$ cat src/rtl/layer0_input_quantizer.sv
// Streaming front end for the first LogicNets layer: quantizes signed raw
// feature beats to Q_BITS codes, packs a full frame into one vector and hands
// it to layer0 over a valid/ready handshake.
//
// state | meaning
// FILL  | accepting beats, writing codes into slot[count]
// HOLD  | packed vector presented on m_data, waiting for m_ready
// DROP  | overlong frame detected, discarding beats until s_last
module layer0_input_quantizer #(
  parameter int                      NUM_FEATURES = 16,
  parameter int                      RAW_W        = 16,
  parameter int                      Q_BITS       = 2,
  parameter logic signed [RAW_W-1:0] OFFSET       = '0,
  parameter int                      SHIFT        = 8
) (
  input  logic                           clk,
  input  logic                           rst_n,
  input  logic                           s_valid,
  output logic                           s_ready,
  input  logic [RAW_W-1:0]               s_data,
  input  logic                           s_last,
  output logic                           m_valid,
  input  logic                           m_ready,
  output logic [NUM_FEATURES*Q_BITS-1:0] m_data,
  output logic                           frame_err
);

  localparam int OUT_W = NUM_FEATURES * Q_BITS;
  localparam int CNT_W = $clog2(NUM_FEATURES);
  localparam logic [CNT_W-1:0]        LAST_IDX = CNT_W'(NUM_FEATURES - 1);
  localparam logic signed [RAW_W:0]   CODE_MAX = (RAW_W+1)'((1 << Q_BITS) - 1);

  typedef enum logic [1:0] {
    ST_FILL = 2'd0,
    ST_HOLD = 2'd1,
    ST_DROP = 2'd2
  } state_t;

  state_t              r_state;
  logic [CNT_W-1:0]    r_count;
  logic [OUT_W-1:0]    r_slots;
  logic [OUT_W-1:0]    r_m_data;
  logic                r_s_ready;
  logic                r_m_valid;
  logic                r_frame_err;

  logic signed [RAW_W:0] w_d;
  logic signed [RAW_W:0] w_u;
  logic [Q_BITS-1:0]     w_code;
  logic [OUT_W-1:0]      w_frame;
  logic                  w_beat;
  logic                  w_xfer;

  assign w_beat = s_valid & r_s_ready;
  assign w_xfer = r_m_valid & m_ready;

  // Offset/shift/clamp quantizer; one extra bit keeps the subtraction exact.
  always_comb begin
    w_d = $signed({s_data[RAW_W-1], s_data}) - $signed({OFFSET[RAW_W-1], OFFSET});
    w_u = w_d >>> SHIFT;
    if (w_d < 0) begin
      w_code = '0;
    end else if (w_u > CODE_MAX) begin
      w_code = '1;
    end else begin
      w_code = w_u[Q_BITS-1:0];
    end
  end

  // Slot image including the beat currently on the bus, so the final beat
  // lands in m_data on the same edge that completes the frame.
  always_comb begin
    w_frame = r_slots;
    w_frame[int'(r_count)*Q_BITS +: Q_BITS] = w_code;
  end

  // Frame FSM with registered handshake outputs.
  always_ff @(posedge clk or negedge rst_n) begin
    if (!rst_n) begin
      r_state     <= ST_FILL;
      r_count     <= '0;
      r_slots     <= '0;
      r_m_data    <= '0;
      r_s_ready   <= 1'b0;
      r_m_valid   <= 1'b0;
      r_frame_err <= 1'b0;
    end else begin
      r_frame_err <= 1'b0;
      case (r_state)
        ST_FILL: begin
          r_s_ready <= 1'b1;
          if (w_beat) begin
            r_slots <= w_frame;
            if (r_count == LAST_IDX) begin
              r_count <= '0;
              if (s_last) begin
                r_m_data  <= w_frame;
                r_m_valid <= 1'b1;
                r_s_ready <= 1'b0;
                r_state   <= ST_HOLD;
              end else begin
                r_frame_err <= 1'b1;
                r_state     <= ST_DROP;
              end
            end else if (s_last) begin
              // Short frame: discard partial slots by restarting the count.
              r_frame_err <= 1'b1;
              r_count     <= '0;
            end else begin
              r_count <= r_count + 1'b1;
            end
          end
        end
        ST_DROP: begin
          r_s_ready <= 1'b1;
          if (w_beat && s_last) begin
            r_count <= '0;
            r_state <= ST_FILL;
          end
        end
        ST_HOLD: begin
          r_s_ready <= 1'b0;
          if (w_xfer) begin
            r_m_valid <= 1'b0;
            r_s_ready <= 1'b1;
            r_state   <= ST_FILL;
          end
        end
        default: begin
          r_state   <= ST_FILL;
          r_count   <= '0;
          r_m_valid <= 1'b0;
          r_s_ready <= 1'b1;
        end
      endcase
    end
  end

  assign s_ready   = r_s_ready;
  assign m_valid   = r_m_valid;
  assign m_data    = r_m_data;
  assign frame_err = r_frame_err;

endmodule

$ cat config.mk
export PLATFORM = sky130hd
export DESIGN_NAME = layer0_input_quantizer
export DESIGN_NICKNAME = d
export VERILOG_FILES = /design/src/rtl/layer0_input_quantizer.sv
export SDC_FILE = /design/constraint.sdc
export NUM_CORES = 1
export LEC_CHECK = 0
export CAP_MARGIN = 40
export CORE_UTILIZATION = 59
export CTS_CLUSTER_DIAMETER = 30
export CTS_CLUSTER_SIZE = 10
export DETAILED_ROUTE_END_ITERATION = 10
export PLACE_DENSITY = 0.95
export SYNTH_ARGS = -nofsm -noshare
export SYNTH_HDL_FRONTEND = slang
export SYNTH_SLANG_ARGS = --single-unit
$ cat constraint.sdc
create_clock -name clk -period 6.7 [get_ports clk]
set_clock_uncertainty 0.2 [all_clocks]
set_input_delay 1.005 -clock clk [delete_from_list [all_inputs] [get_ports clk]]
set_output_delay 1.005 -clock clk [all_outputs]
set_load 0.03 [all_outputs]
==> impl_metrics.py <==
metrics = {
    "status": {
        "status": "finished, final reports clean",
    },
    "grt": {
        "antenna_found_initial": 0,
        "grt_pass1_vias": 2896,
        "grt_usage_pct": 27.9,
        "grt_max_degree": 63,
        "gr-total-overflow": 0,
        "grt_pass1_wl_um": 13900,
    },
    "worst_setup_path": {
        "endpoint_kind": "flop",
        "path_class": "reg -> reg",
        "path_max_fanout": 23,
        "slowest_delay_ns": 0.74,
        "cp_num_buf_inv": 1,
        "cp.required_ns": 6.75,
        "slowest_stage": "dfrtp_1",
        "cp.arrival_ns": 3.45,
        "cp_cell_sequence": "inv_1 -> ha_1 -> or4b_1 -> a21oi_1 -> and2_1 -> mux2_2",
        "startpoint_type": "flop",
        "crit_family": "simple AND/OR/NAND/NOR gates",
    },
    "sta": {
        "relSlewSlack_pct": 37.5,
        "fin_crit_sh_pct": 50.8,
        "tightestPinTransition_ns": 0.929,
        "grt_setup_unrepaired": "no",
        "fin_hold_ws_ns": 0.290,
        "setup_ws_ns": 3.30,
        "setup_viol": 0,
        "slew_violations": 0,
        "period_needed_ns": 3.40,
        "tns_ns": 0,
        "max_freq_mhz": 294,
        "timing.final.hold_violations": 0,
    },
    "yosys": {
        "yosys-top-cells-count": "dfrtp_1 (73), nand2_1 (41), mux2_2 (30)",
        "ys_ff_latch": 73,
        "seq_area_frac_synth_pct": 47.7,
        "yosys.cell_types.count": 50,
        "syn_nets": 397,
        "syn_area_per_cell_sq_um": 10.3,
        "async_flop_share_pct": 100,
        "synth.most_common_cell": "dfrtp_1",
        "synthCells": 372,
        "synth_warnings": 0,
        "ys.flop_type": "dfrtp_1",
        "synth_top_cell_area_share_pct": 47.7,
        "synth_edf_count": 0,
        "synth_area_sq_um": 3830,
        "synth_top_area_cell": "dfrtp_1",
        "synth_area_leaders": "dfrtp_1 (48%), mux2_2 (8.8%), nand2_1 (4.0%)",
    },
    "power": {
        "power_mw": 1.04,
        "pwr-share-clk_pct": 38.0,
        "cellLeakagePower_nw": 1.91,
        "ir_drop_mv": 0.179,
        "powerDensity_nw_per_um2": 228,
        "pwr-share-seq_pct": 46.8,
        "p_comb_share_pct": 15.2,
        "net-switching-power_mw": 0.287,
        "p_int_mw": 0.750,
        "swShare_pct": 27.7,
    },
    "final_layout": {
        "syn_to_final_growth_pct": 18.9,
        "n_antenna_cell": 0,
        "post_route_cells_drive_above_1_share_pct": 15.0,
        "nets": 433,
        "fill_cells": 416,
    },
    "min_path": {
        "worstHoldPathType": "reg -> reg",
    },
    "clocking": {
        "root_buffer": "clkbuf_8",
        "cts_tree": "built",
        "insertion_delay_ns": 0.36,
        "cts_sinks": 73,
        "htree_levels": 3,
        "clk_path_buf_depth": 2,
        "cts_hold_buf": 0,
        "cts_setup_buffers": 0,
        "cts_buffers": 9,
        "cts.repair.resized": 0,
        "clk_pin_slew_ns": 0.08,
    },
    "floorplan": {
        "fp-row-count": 28,
        "io_pins": 56,
        "die_area_sq_um": 6820,
        "die_w_um": 82.6,
        "die_h_um": 82.6,
        "coreArea_sq_um": 6100,
        "start_util_pct": 62.8,
    },
    "place": {
        "gp_congestion": 0.834,
        "dp_slack_ns": 3.28,
        "place.port_buffers": 47,
        "hpwl_um": 5670,
    },
    "flow_run": {
        "maxCapViolCount": 0,
    },
    "detailed_routing": {
        "drc": 0,
        "wl_um": 8610,
        "vias_per_cell": 6.26,
        "drt-initial-drc-count": 213,
        "num_vias": 3055,
        "firstDrtPassIters": 5,
        "wl_per_cell_um": 17.6,
        "antenna_left": 0,
    },
}
worst reg2reg max path: stages (launching register included):
cell and delay, ns:
dfrtp_1 0.74, inv_1 0.11, ha_1 0.72, or4b_1 0.56
a21oi_1 0.40, and2_1 0.23, mux2_2 0.33
sequential cells by signal, indices dropped and copies added, names as in the netlist:
register,cells
s_ready,1
m_valid,1
r_state,2
r_count,4
r_slots,32
frame_err,1
m_data,32
power by group through the flow:
stage	Clock, mW	Sequential [mW]	Combinational (mW)
2_1_floorplan	0	0.485	0.120
3_3_place_gp	0	0.492	0.147
3_5_place_dp	0	0.494	0.154
4_1_cts	0.398	0.485	0.156
5_1_grt	0.415	0.489	0.173
6_report	0.394	0.486	0.158
cell families after synthesis:
family | synth area share [%]
AO/OA/AOI/OAI | 11.0
XOR/XNOR | 0.457
adder cells (fa/ha/maj) | 1.31
buffers and inverters | 3.40
flip-flops | 47.7
multiplexers | 13.1
AND/OR/NAND/NOR | 23.1
worst paths after layout:
| path | start | end | slack, ns | cells after the start |
|---|---|---|---|---|
| min reg2reg | m_data[22] | m_data[22] | 0.29 | 2 |
| max reg2reg | r_count[0] | r_slots[28] | 3.30 | 6 |
| max | r_count[0] | r_slots[28] | 3.30 | 6 |
| min | m_data[22] | m_data[22] | 0.29 | 2 |
| min in group asynchronous | rst_n | m_data[24] | 0.36 | 2 |
| max in group asynchronous | rst_n | m_data[30] | 5.40 | 3 |
layer usage:
layer | routed length [um] | global-route usage (%) | up-vias
met3 | 375 | 6.59 | 10
met4 | 106 | 9.31 | 0
met5 | 0 | 0 | -
met2 | 4410 | 48.3 | 91
li1 | - | - | 1438
met1 | 3720 | 34.1 | 1516
cell usage in the layout, fill, tap and decap left out, drive strengths merged, types with 6 or more instances in the layout:
cell           synthesis  layout
nor4                  10      10
clkbuf                13      10
nand2                 41      41
nor4b                  6       6
a21oi                 14      14
dfrtp                 73      73
mux2                  32      32
nand3                 20      20
and2                  13      13
nor2                  15      15
mux2i                 14      14
o211ai                16      16
nand4                 13      13
nand3b                 6       6
clkdlybuf4s50          0      46
o21ai                 25      25
stage by stage:
step / utilization (%) / area [sq um] / std cells
floorplan: - / 3830 / 372
global placement: 70.5 / 4300 / 471
detailed placement: 71.0 / 4330 / 472
CTS: 74.7 / 4550 / 488
global route: 74.7 / 4550 / 488
finish: 74.7 / 4550 / 488
area by class of cell:
| class | instances | area, sq um | area share (%) |
|---|---|---|---|
| inverter | 3 | 11.3 | 0.247 |
| multi-input combinational | 270 | 1880 | 41.3 |
| timing repair buffer | 51 | 515 | 11.3 |
| sequential | 73 | 1830 | 40.1 |
| tap | 75 | 93.8 | 2.06 |
| clock inverter | 6 | 90.1 | 1.98 |
| clock buffer | 10 | 138 | 3.02 |
(Power assumes the default switching activity.)
